`src/rtl/counter_pkg.sv`:
```
// Shared constants and digit helpers for the mod-N cascade counter.
//   MAX_MODULUS / MAX_DIGITS : legal parameter bounds
//   MAX_DW                   : widest digit (MAX_MODULUS-1 fits in 8 bits)
//   digit_legal / sanitise_digit : load-value check; an illegal digit becomes 0
//   next_digit               : one up/down step of a single digit with wrap
package counter_pkg;

  localparam int MAX_MODULUS = 256;
  localparam int MAX_DIGITS  = 8;
  localparam int MAX_DW      = 8;

  function automatic logic digit_legal(logic [MAX_DW-1:0] v, int modulus);
    return int'(v) < modulus;
  endfunction

  function automatic logic [MAX_DW-1:0] sanitise_digit(logic [MAX_DW-1:0] v, int modulus);
    return digit_legal(v, modulus) ? v : '0;
  endfunction

  // Explicit compare against modulus-1 even for power-of-two moduli, where
  // natural wrap would give the same answer.
  function automatic logic [MAX_DW-1:0] next_digit(logic [MAX_DW-1:0] v, logic up, int modulus);
    logic [MAX_DW-1:0] top;
    top = MAX_DW'(modulus - 1);
    if (up) return (v == top) ? '0 : v + MAX_DW'(1);
    else    return (v == '0)  ? top : v - MAX_DW'(1);
  endfunction

endpackage

```
`src/rtl/mod_n_digit.sv`:
```
// One digit register of the cascade counter.
//   clk, clr       : clock, synchronous active-high clear (highest priority)
//   load/load_digit: parallel load; illegal values load as 0
//   step_in        : advance this digit one position (already gated by carry chain)
//   up             : direction, 1 = up
//   digit          : registered digit value
//   at_max/at_zero : digit sits at MODULUS-1 / 0 (carry/borrow chain terms)
module mod_n_digit
  import counter_pkg::*;
#(
  parameter int MODULUS = 10,
  parameter int DW      = 4
) (
  input  logic          clk,
  input  logic          clr,
  input  logic          load,
  input  logic [DW-1:0] load_digit,
  input  logic          step_in,
  input  logic          up,
  output logic [DW-1:0] digit,
  output logic          at_max,
  output logic          at_zero
);

  logic [DW-1:0] digit_q, digit_d;

  always_comb begin
    digit_d = digit_q;
    if (load)
      digit_d = DW'(sanitise_digit(MAX_DW'(load_digit), MODULUS));
    else if (step_in)
      digit_d = DW'(next_digit(MAX_DW'(digit_q), up, MODULUS));
  end

  always_ff @(posedge clk) begin
    if (clr) digit_q <= '0;
    else     digit_q <= digit_d;
  end

  assign digit   = digit_q;
  assign at_max  = (digit_q == DW'(MODULUS - 1));
  assign at_zero = (digit_q == '0);

endmodule

```
`src/rtl/mod_n_cascade_counter.sv`:
```
// Synchronous multi-digit mod-N up/down counter with cascade carry.
//   clk        : rising-edge clock
//   clr        : synchronous active-high clear, highest priority
//   en, cin    : count enable and cascade carry/borrow in
//   up         : direction, 1 = up
//   load       : parallel load strobe (ignores en/cin)
//   load_val   : load value, digit i at [i*DW +: DW]
//   q          : registered count, digit i at [i*DW +: DW]
//   cout       : combinational carry out, step & all digits at wrap value
//   ovf        : sticky wrap flag, cleared by clr or load
//   load_err   : set by a load with any illegal digit, cleared by a legal load
module mod_n_cascade_counter
  import counter_pkg::*;
#(
  parameter  int MODULUS = 10,
  parameter  int DIGITS  = 4,
  localparam int DW      = $clog2(MODULUS)
) (
  input  logic                 clk,
  input  logic                 clr,
  input  logic                 en,
  input  logic                 cin,
  input  logic                 up,
  input  logic                 load,
  input  logic [DIGITS*DW-1:0] load_val,
  output logic [DIGITS*DW-1:0] q,
  output logic                 cout,
  output logic                 ovf,
  output logic                 load_err
);

  if (MODULUS < 2 || MODULUS > MAX_MODULUS) begin : g_bad_modulus
    $error("mod_n_cascade_counter: MODULUS must be 2..256");
  end
  if (DIGITS < 1 || DIGITS > MAX_DIGITS) begin : g_bad_digits
    $error("mod_n_cascade_counter: DIGITS must be 1..8");
  end

  logic                        step;
  logic [DIGITS:0]             step_vec;  // step_vec[i]: digit i advances
  logic [DIGITS-1:0]           at_max, at_zero, illegal;
  logic [DIGITS-1:0][DW-1:0]   digit_w;
  logic                        ovf_q, ovf_d, load_err_q, load_err_d;

  assign step        = en & cin & ~load & ~clr;
  assign step_vec[0] = step;

  for (genvar i = 0; i < DIGITS; i++) begin : g_digit
    mod_n_digit #(.MODULUS(MODULUS), .DW(DW)) u_digit (
      .clk       (clk),
      .clr       (clr),
      .load      (load),
      .load_digit(load_val[i*DW +: DW]),
      .step_in   (step_vec[i]),
      .up        (up),
      .digit     (digit_w[i]),
      .at_max    (at_max[i]),
      .at_zero   (at_zero[i])
    );
    // A digit moves only when every lower digit sits at its wrap value.
    assign step_vec[i+1] = step_vec[i] & (up ? at_max[i] : at_zero[i]);
    assign illegal[i]    = ~digit_legal(MAX_DW'(load_val[i*DW +: DW]), MODULUS);
  end

  assign cout = step_vec[DIGITS];

  always_comb begin
    ovf_d      = ovf_q;
    load_err_d = load_err_q;
    if (load) begin
      ovf_d      = 1'b0;
      load_err_d = |illegal;
    end else if (cout) begin
      ovf_d      = 1'b1;
    end
  end

  always_ff @(posedge clk) begin
    if (clr) begin
      ovf_q      <= 1'b0;
      load_err_q <= 1'b0;
    end else begin
      ovf_q      <= ovf_d;
      load_err_q <= load_err_d;
    end
  end

  assign q        = digit_w;
  assign ovf      = ovf_q;
  assign load_err = load_err_q;

endmodule

```
`config.mk`:
```
export PLATFORM = sky130hd
export DESIGN_NAME = mod_n_cascade_counter
export DESIGN_NICKNAME = d
export VERILOG_FILES = /design/src/rtl/counter_pkg.sv /design/src/rtl/mod_n_digit.sv /design/src/rtl/mod_n_cascade_counter.sv
export SDC_FILE = /design/constraint.sdc
export NUM_CORES = 1
export LEC_CHECK = 0
export BUFFER_PORTS_ARGS = -buffer_cell sky130_fd_sc_hd__buf_4
export CORE_MARGIN = 8
export CORE_UTILIZATION = 48
export DETAILED_ROUTE_END_ITERATION = 10
export PLACE_DENSITY_LB_ADDON = 0.25
export SYNTH_ARGS = -nofsm -noshare
export SYNTH_HDL_FRONTEND = slang
export SYNTH_SLANG_ARGS = --single-unit
```
`constraint.sdc`:
```
create_clock -name clk -period 1.5 [get_ports clk]
set_clock_uncertainty 0.05 [all_clocks]
set_input_delay 0.15 -clock clk [delete_from_list [all_inputs] [get_ports clk]]
set_output_delay 0.15 -clock clk [all_outputs]
set_load 0.005 [all_outputs]
```
# [Word level (Yosys, flattened, before mapping)]
# Cells that the tools add are included.
[totals] regBits=18 input_bits=22 out_inout_bits=19 word_cells=73
[op_classes] add_sub_neg=8 magnitude_cmp=4 n_eq_ne=4 mux=28 bitwise_logic=13 n_reduce_logical=10
[op_table] op="$mux W4" n=24
[op_table] op="$add A4 B1 Y4 const B" n=4
[op_table] op="$eq A4 B4 Y1 const B" n=4
[op_table] op="$logic_not A4 Y1" n=4
[op_table] op="$lt A4 B4 Y1 const B" n=4
[op_table] op="$sub A4 B1 Y4 const B" n=4
[op_table] op="$reduce_bool A2 Y1" n=4
[op_table] op="$and A1 B1 Y1" n=7
[op_table] op="$not A1 Y1" n=6
[op_table] op="$mux W1" n=4
[op_table] op="$reduce_or A4 Y1" n=1
[op_table] op="$reduce_or A2 Y1" n=1

# [Depth between registers and ports, before layout]
# Gate-level depths: netlist (run 1).
[logic_depth] ltp_word=8 depth_mapped=8

# [By module]
# A second synthesis (run 1) with hierarchy kept.
[unflattened] hier_cells=195 area_unflattened_um2=1644.1
[modules_own_cells] module="mod_n_digit" n_inst=4 cells_each=43 area_per_inst_um2=365.4 seq_area_each_um2=80.1
[modules_own_cells] module="mod_n_cascade_counter" n_inst=1 cells_each=23 area_per_inst_um2=182.7 seq_area_each_um2=40.0

# [Least setup slack after synthesis (run 1)]
# OpenSTA, ideal clock, no wires.
[synth_timing] path_kind="reg2reg" from="register g_digit[3].u_digit.digit_q[2]" to="register g_digit[3].u_digit.digit_q[2]" setup_time_ps=122 arrival_ps=1536 required_ps=1328 path_slack_ps=-208 path_stages_with_launch=6 cell_sequence="dfxtp_1 clkbuf_1 nand4b_1 o21ai_0 a2111o_1 a311o_1"
[synth_between] elab_chain_cells=5 elab_cells_between_ends=9
[synth_rtl] element="start: declaration" line="mod_n_digit.sv:25" source="logic [DW-1:0] digit_q, digit_d;"
[synth_rtl] element="start signal: assignment" line="mod_n_digit.sv:37" source="else digit_q <= digit_d;"
[synth_rtl] element="$sub A4 B1 Y4, or another cell as far along" line="counter_pkg.sv:26" source="else return (v == '0) ? top : v - MAX_DW'(1);"
[synth_rtl] element="$mux W4 (on tied branches)" line="counter_pkg.sv:26, counter_pkg.sv:25"
[synth_rtl] element="$mux W4 *" line="counter_pkg.sv:25" source="if (up) return (v == top) ? '0 : v + MAX_DW'(1);"
[synth_rtl] element="$mux W4 *" line="mod_n_digit.sv:31" source="else if (step_in)"
[synth_rtl] element="$mux W4 *" line="mod_n_digit.sv:29" source="if (load)"
# Mark *: on every way between the ends. The rest lies on a longest branch, timed or not. The select of a mux whose other input is x is not followed.
# A chain may end at the register's enable or synchronous reset.

# [Final worst setup path (run 1)]
[layout_timing] from="register g_digit[1].u_digit.digit_q[0]" to="output port cout"
[layout_between] elab_chain_cells=5 elab_cells_between_ends=6
[layout_rtl] element="start: declaration" line="mod_n_digit.sv:25"
[layout_rtl] element="start signal: assignment" line="mod_n_digit.sv:37"
[layout_rtl] element="$eq A4 B4 Y1 / $logic_not A4 Y1 (equally long branches)" line="mod_n_digit.sv:41, mod_n_digit.sv:42"
[layout_rtl] element="$mux W1 *" line="mod_n_cascade_counter.sv:61" source="assign step_vec[i+1] = step_vec[i] & (up ? at_max[i] : at_zero[i]);"
[layout_rtl] element="$and A1 B1 Y1 * (3 in a row)" line="mod_n_cascade_counter.sv:61"
[layout_rtl] element="end: declaration" line="mod_n_cascade_counter.sv:27" source="output logic cout,"
# Mark *: on every way between the ends. The rest lies on a longest branch, timed or not.

==> results.txt, run 1 <==
# DRC -> 0
clk_lat worst skew -> 0.30 ns
Hold/Removal Path Class -> in2reg
failing checks -> negative setup slack
pin count of the biggest net entering global routing -> 24
Area Growth Syn to Fin -> 55.4%
nets -> 292
Most Crowded Layer GR -> met2
crit path cell chain -> nor3_4 > o21ai_4 > nor3_4 > nor4b_4 > buf_4
Crit path arrival time -> 1.62 ns
multi-input logic area -> 0.00129 mm2
crit path max-delay cell type -> dfxtp_4
Peak Freq -> 0.550 GHz
register area -> 388 um2
Antenna Cells -> 0
commonest cells in the netlist -> dfxtp_1 (18), a21oi_1 (17), nor2_1 (17), clkbuf_1 (15), o21ai_0 (12)
DP HPWL -> 3580 um
period utilisation layout -> 121%
Rel. slew slack -> 73.7%
DR iter-0 viols -> 86
hold buffers post-CTS -> 0
Die H -> 73.2 um
Tmin final -> 1.82 ns
Async SR Flop Fraction -> 0%
YS warnings -> 0
CTS buffer count -> 3
CTS tree -> built
CTS Buffer Depth -> 2
GPL Wtd Cong -> 0.912
Post-Place Cells -> 299
remaining global-route overflow -> 0
IO Count -> 41
Worst Tran Pin Value -> 0.393 ns
CP Class -> reg2out
final WL -> 5350 um
antenna violations before repair -> 0
Mapped Cells -> 205
H-Tree Level Count -> 1
netlist area before placement -> 0.00157 mm2
Post-synth EDFFs -> 0
Vias -> 1902
CP most frequent cell -> nor3_4
CTS Sinks -> 18
Worst Path Buf+Inv -> 1
top cells by area, synth -> dfxtp_1 (23%), a21oi_1 (5.4%), nor2_1 (4.1%)
maxcap violations -> 0
Top FF cell, synth -> dfxtp_1
initial core utilization -> 51.1%
first-pass GRT wire length -> 8350 um
Core Area -> 0.00308 mm2
max incr delay on CP -> 0.38 ns
Post-Syn Nets -> 227
DRT Pass-1 Iters -> 4
crit start category -> flop
die area -> 0.00536 mm2
max-slew violations -> 0
Seq cells post-synth -> 18
Pwr per Cell Area -> 571 mW/mm2
Yosys top cell area share -> 22.9%
DR vias/cell -> 6.08
Mean Syn Cell Area -> 7.67 um2
Critical Path Sink Type -> output port
Final setup violation count -> 10
Die X -> 73.2 um
worst vdd ir -> 433 uV
Row Count -> 20
status -> finished, violations left
met3 usage -> 3.02%
synth unique cells -> 57
Yosys top cell by area -> dfxtp_1
PortBufs -> 40
critical path data required time -> 1.30 ns
post-detailed-route wirelength per cell -> 17.1 um
met2 Usage GRT -> 34.0%
RSZ-0062 raised after global routing -> true
clock transition at the registers of the reported paths -> 0.11 ns
layout cells sized above 1 -> 50.6%
All-Layer GR Usage -> 19.1%
Hold Vio Cnt, Final -> 0
fill count -> 193
Place WS -> -0.132 ns
non-filler instance count after layout -> 313
Root Driver -> clkbuf_4
met1 Use GR -> 21.7%
most common cell in the netlist -> dfxtp_1
Leak -> 0.996 nW
Top Family by Delay on Critical Path -> simple AND/OR/NAND/NOR gates
final worst-path setup slack -> -0.319 ns
Tot Pwr -> 0.00140 W
ANT nets after route -> 0
number of global-route vias before repair -> 1895
sequential fraction of the synthesis area -> 22.9%
CP Max Fanout -> 4
state kept, by name (all words and copies together) (netlist names):
| name | flops |
|---|---|
| ovf | 1 |
| g_digit.u_digit.digit | 16 |
| load_err | 1 |
where the power goes:
group | total [W] | switching [W] | internal, W
combinational | 0.000529 | 0.000265 | 0.000265
clock | 0.000319 | 0.000170 | 0.000148
sequential | 0.000548 | 0.0000456 | 0.000503
worst reg2reg max path, stage by stage (launching register included):
cell     delay, ns
dfxtp_4       0.38
nor3_4        0.23
o21ai_4       0.11
buf_6         0.15
nor4_4        0.29
mux2i_1       0.30
a22o_1        0.16
layer usage:
metal  vias up  share of wire [%]
met1       911                 41
met5         -                  0
met2        75                 51
met4         0                3.0
met3        17                4.8
li1        899                  -
kinds of logic (layout without fill, tap and decap cells):
family,Yosys count,in the layout,share of synthesized area (%)
xor+xnor,10,10,5.57
mux,5,5,3.26
flops,18,18,22.9
simple gates,74,74,28.6
buf+inv,29,93,8.43
compound gates,69,69,31.2
what timing repair did:
action                                 in CTS  in global routing
setup endpoints to repair                  11                 16
endpoints found under the hold margin       0                  0
buffers inserted                            8                  3
resized for setup                          24                 20
pin swaps                                  14                 15
per-stage QoR:
step	util (%)	cell area, um2	hold slack (ns)	TNS (ns)
2_1_floorplan	-	1700	0.233	-0.228
3_3_place_gp	69.6	2140	0.334	-0.310
3_5_place_dp	69.6	2140	0.336	-0.771
4_1_cts	75.6	2330	0.00520	-0.877
5_1_grt	79.4	2440	0.00995	-1.76
6_report	79.4	2440	0.0125	-1.20
layout make-up:
| type | count | share of cell area [%] |
|---|---|---|
| clock buffers | 4 | 1.48 |
| inverters | 5 | 0.768 |
| multi-input cells | 158 | 52.7 |
| flip-flops and latches | 18 | 15.9 |
| well taps | 44 | 2.25 |
| repair buffers | 84 | 26.9 |
placed cells by master, fill, tap and decap left out, drive strengths merged, types with 2 or more instances in the layout:
cell type,synthesis,routed
or3,2,2
a21oi,17,17
a31oi,5,5
nor2b,4,4
dfxtp,18,18
a311o,2,2
nand2,7,7
o21ai,14,14
nor4b,3,3
o211ai,4,4
or4,2,2
nand2b,3,3
a211oi,7,7
nor4,5,5
nand3,9,9
clkbuf,15,4
inv,5,5
o221ai,2,2
buf,9,84
a211o,2,2
nor3,8,8
and3,5,5
mux2i,4,4
a221oi,3,3
nor2,19,19
xnor2,5,5
a22o,2,2
xor2,5,5
final timing paths:
kind,from,endpoint,slack (ns),depth (start not counted)
worst min register to register,ovf,ovf,0.43,1
worst max-delay path,g_digit[1].u_digit.digit[0],cout,-0.32,5
worst max register to register,g_digit[1].u_digit.digit[0],g_digit[2].u_digit.digit[1],-0.20,6
worst min-delay path,load_val[9],g_digit[2].u_digit.digit[1],0.01,2
(Power assumes the default switching activity.)
==> run 2: changes to the inputs <==
CORE_UTILIZATION = 53   (was 48)
PLACE_DENSITY = 0.8   (was not set)
PLACE_DENSITY_LB_ADDON = not set   (was 0.25)
clock period = 1.8 ns   (was 1.5 ns; I/O delays follow)
==> run 2 against run 1 <==
  * The run still ends with negative setup slack left
  * Power decreased by 23%
  * Sequential power decreased by 16%
  * Count of clock-buffer cells in the layout unchanged
  * Clock power decreased by 14%
  * Setup slack improved by 0.25 ns
  * Critical endpoint unchanged
  * Largest cell class unchanged
  * Highest routed layer unchanged
==> results.txt, run 2 (synthesized netlist as in run 1, its figures left out) <==
remaining global-route overflow -> 0 (unchanged)
Crit path arrival time -> 1.64 ns (+0.02 ns)
pin count of the biggest net entering global routing -> 24 (unchanged)
first-pass GRT wire length -> 8020 um (-4.0%)
# DRC -> 0 (unchanged)
DR vias/cell -> 6.26 (+3.0%)
RR Endpoint -> g_digit[3].u_digit.digit[2]
failing checks -> negative setup slack
most frequent cells in the layout -> buf_4 (65), a21oi_1 (17), nor2_1 (16), o21ai_0 (12), dfxtp_1 (10)
most common cell after layout, fill and taps aside -> buf_4
Post-Place Cells -> 270 (-9.7%)
max reg flops -> 16 (unchanged)
nets -> 275 (-5.8%)
Hold/Removal Path Class -> in2reg
Die X -> 70.5 um (-3.8%)
All-Layer GR Usage -> 18.7% (-0.37 points)
IO Count -> 41 (unchanged)
clk_lat worst skew -> 0.32 ns (+0.02 ns)
Critical Path Sink Type -> output port
Worst Hold End -> g_digit[2].u_digit.digit[1]
crit start category -> flop
Die H -> 70.5 um (-3.8%)
hold path startpoint -> load_val[9]
number of global-route vias before repair -> 1810 (-4.5%)
Vias -> 1772 (-6.8%)
initial core utilization -> 56.5% (+5.4 points)
antenna violations before repair -> 0 (unchanged)
Row Count -> 19 (-5.0%)
Hold Vio Cnt, Final -> 0 (unchanged)
GPL Wtd Cong -> 0.893 (-2.0%)
Antenna Cells -> 0 (unchanged)
hold path cells -> 2 (unchanged)
RSZ-0062 raised after global routing -> true
CTS Buffer Depth -> 2 (unchanged)
Pwr per Cell Area -> 514 mW/mm2 (-10%)
Rel. slew slack -> 72.5% (-1.2 points)
status -> finished, violations left
critical path data required time -> 1.57 ns (+0.27 ns)
final worst-path setup slack -> -0.0651 ns (+0.253 ns)
post-detailed-route wirelength per cell -> 16.5 um (-3.3%)
CP Max Fanout -> 3 (-1)
final core occ -> 75.6% (-3.8 points)
clock transition at the registers of the reported paths -> 0.12 ns (about the same)
Worst Tran Pin Value -> 0.409 ns (+0.0152 ns)
worst vdd ir -> 430 uV (-0.68%)
period utilisation layout -> 104%
maxcap violations -> 0 (unchanged)
internal reg-to-reg setup slack -> 0.09 ns (+0.29 ns)
DRT Pass-1 Iters -> 6 (+2)
worst reg2reg path depth -> 8 (+2)
DR iter-0 viols -> 180 (+110%)
ANT nets after route -> 0 (unchanged)
die area -> 0.00497 mm2 (-7.4%)
final WL -> 4680 um (-13%)
Tot Pwr -> 0.00108 W (-23%)
CP Class -> reg2out
Post-Place Cell Area -> 0.00195 mm2 (-9.1%)
Leak -> 0.872 nW (-12%)
Final setup violation count -> 1 (-9)
non-filler instance count after layout -> 283 (-9.6%)
max-slew violations -> 0 (unchanged)
PortBufs -> 40 (unchanged)
CTS buffer count -> 3 (unchanged)
H-Tree Level Count -> 1 (unchanged)
Peak Freq -> 0.536 GHz
Core Area -> 0.00278 mm2 (-9.6%)
Area Growth Syn to Fin -> 33.7%
CTS tree -> built
layout cells sized above 1 -> 38.5% (-12 points)
worst reg2reg startpoint -> g_digit[0].u_digit.digit[3]
CTS Sinks -> 18 (unchanged)
DP HPWL -> 3300 um (-7.8%)
Root Driver -> clkbuf_4
Final Cell Area -> 0.00210 mm2 (-14%)
Tmin final -> 1.87 ns
-- run 2: changes by cell type in the layout (fill, tap and decap cells not counted), sizes merged --
| cell | change |
|---|---|
| buf | -17 |
-- run 2: worst max-delay path by stage --
stage                                start                           to  slack, ns  cells after the start
2_1_floorplan  g_digit[3].u_digit.digit[2]  g_digit[3].u_digit.digit[2]       0.09                      5
3_3_place_gp                            up  g_digit[2].u_digit.digit[2]       0.13                      6
3_5_place_dp                            up  g_digit[2].u_digit.digit[2]       0.09                      6
4_1_cts        g_digit[2].u_digit.digit[0]                         cout      -0.03                      5
6_report       g_digit[0].u_digit.digit[3]                         cout      -0.07                      5
5_1_grt        g_digit[0].u_digit.digit[3]                         cout      -0.13                      5
-- run 2: per-stage QoR --
step,setup WS [ns],hold slack [ns],TNS (ns)
floorplan,0.0917,0.263,0
global placement,0.132,0.364,0
detailed placement,0.0917,0.374,0
CTS,-0.0254,0.0318,-0.0254
global route,-0.133,0.0442,-0.133
finish,-0.0651,0.0385,-0.0651
-- run 2: report_power, final --
group / internal (W) / switching, W / total (W)
combinational: 0.000174 / 0.000175 / 0.000349
clock: 0.000124 / 0.000149 / 0.000273
sequential: 0.000419 / 0.0000407 / 0.000460
-- run 2: repair_timing --
item	in CTS	in global routing
hold endpoints to repair	0	0
setup buffers	8	1
gates cloned	0	0
pin swaps	7	3
hold buffers	0	0
resized for setup	16	3
setup endpoints to repair	1	2
-- run 2: critical path, stage by stage (launching register included) --
cell      delay [ns]
dfxtp_4         0.38
nor3_4          0.23
o211ai_4        0.11
nor3_4          0.21
nor4b_4         0.24
buf_4           0.16
-- run 2: metal layers --
metal	routed length, um	share of wire, %	up-vias	track usage [%]
met5	0	0	-	0
met1	2100	45	832	22.6
met3	272	5.8	10	4.10
met4	81	1.7	0	7.81
met2	2230	48	69	30.8
li1	-	-	861	-
-- run 2: cell type report --
type / count / area, um2
clock buffers: 4 / 36.3
fillers: 210 / 678
inverters: 5 / 18.8
multi-input cells: 158 / 1110
flip-flops and latches: 18 / 378
well taps: 31 / 38.8
repair buffers: 67 / 519
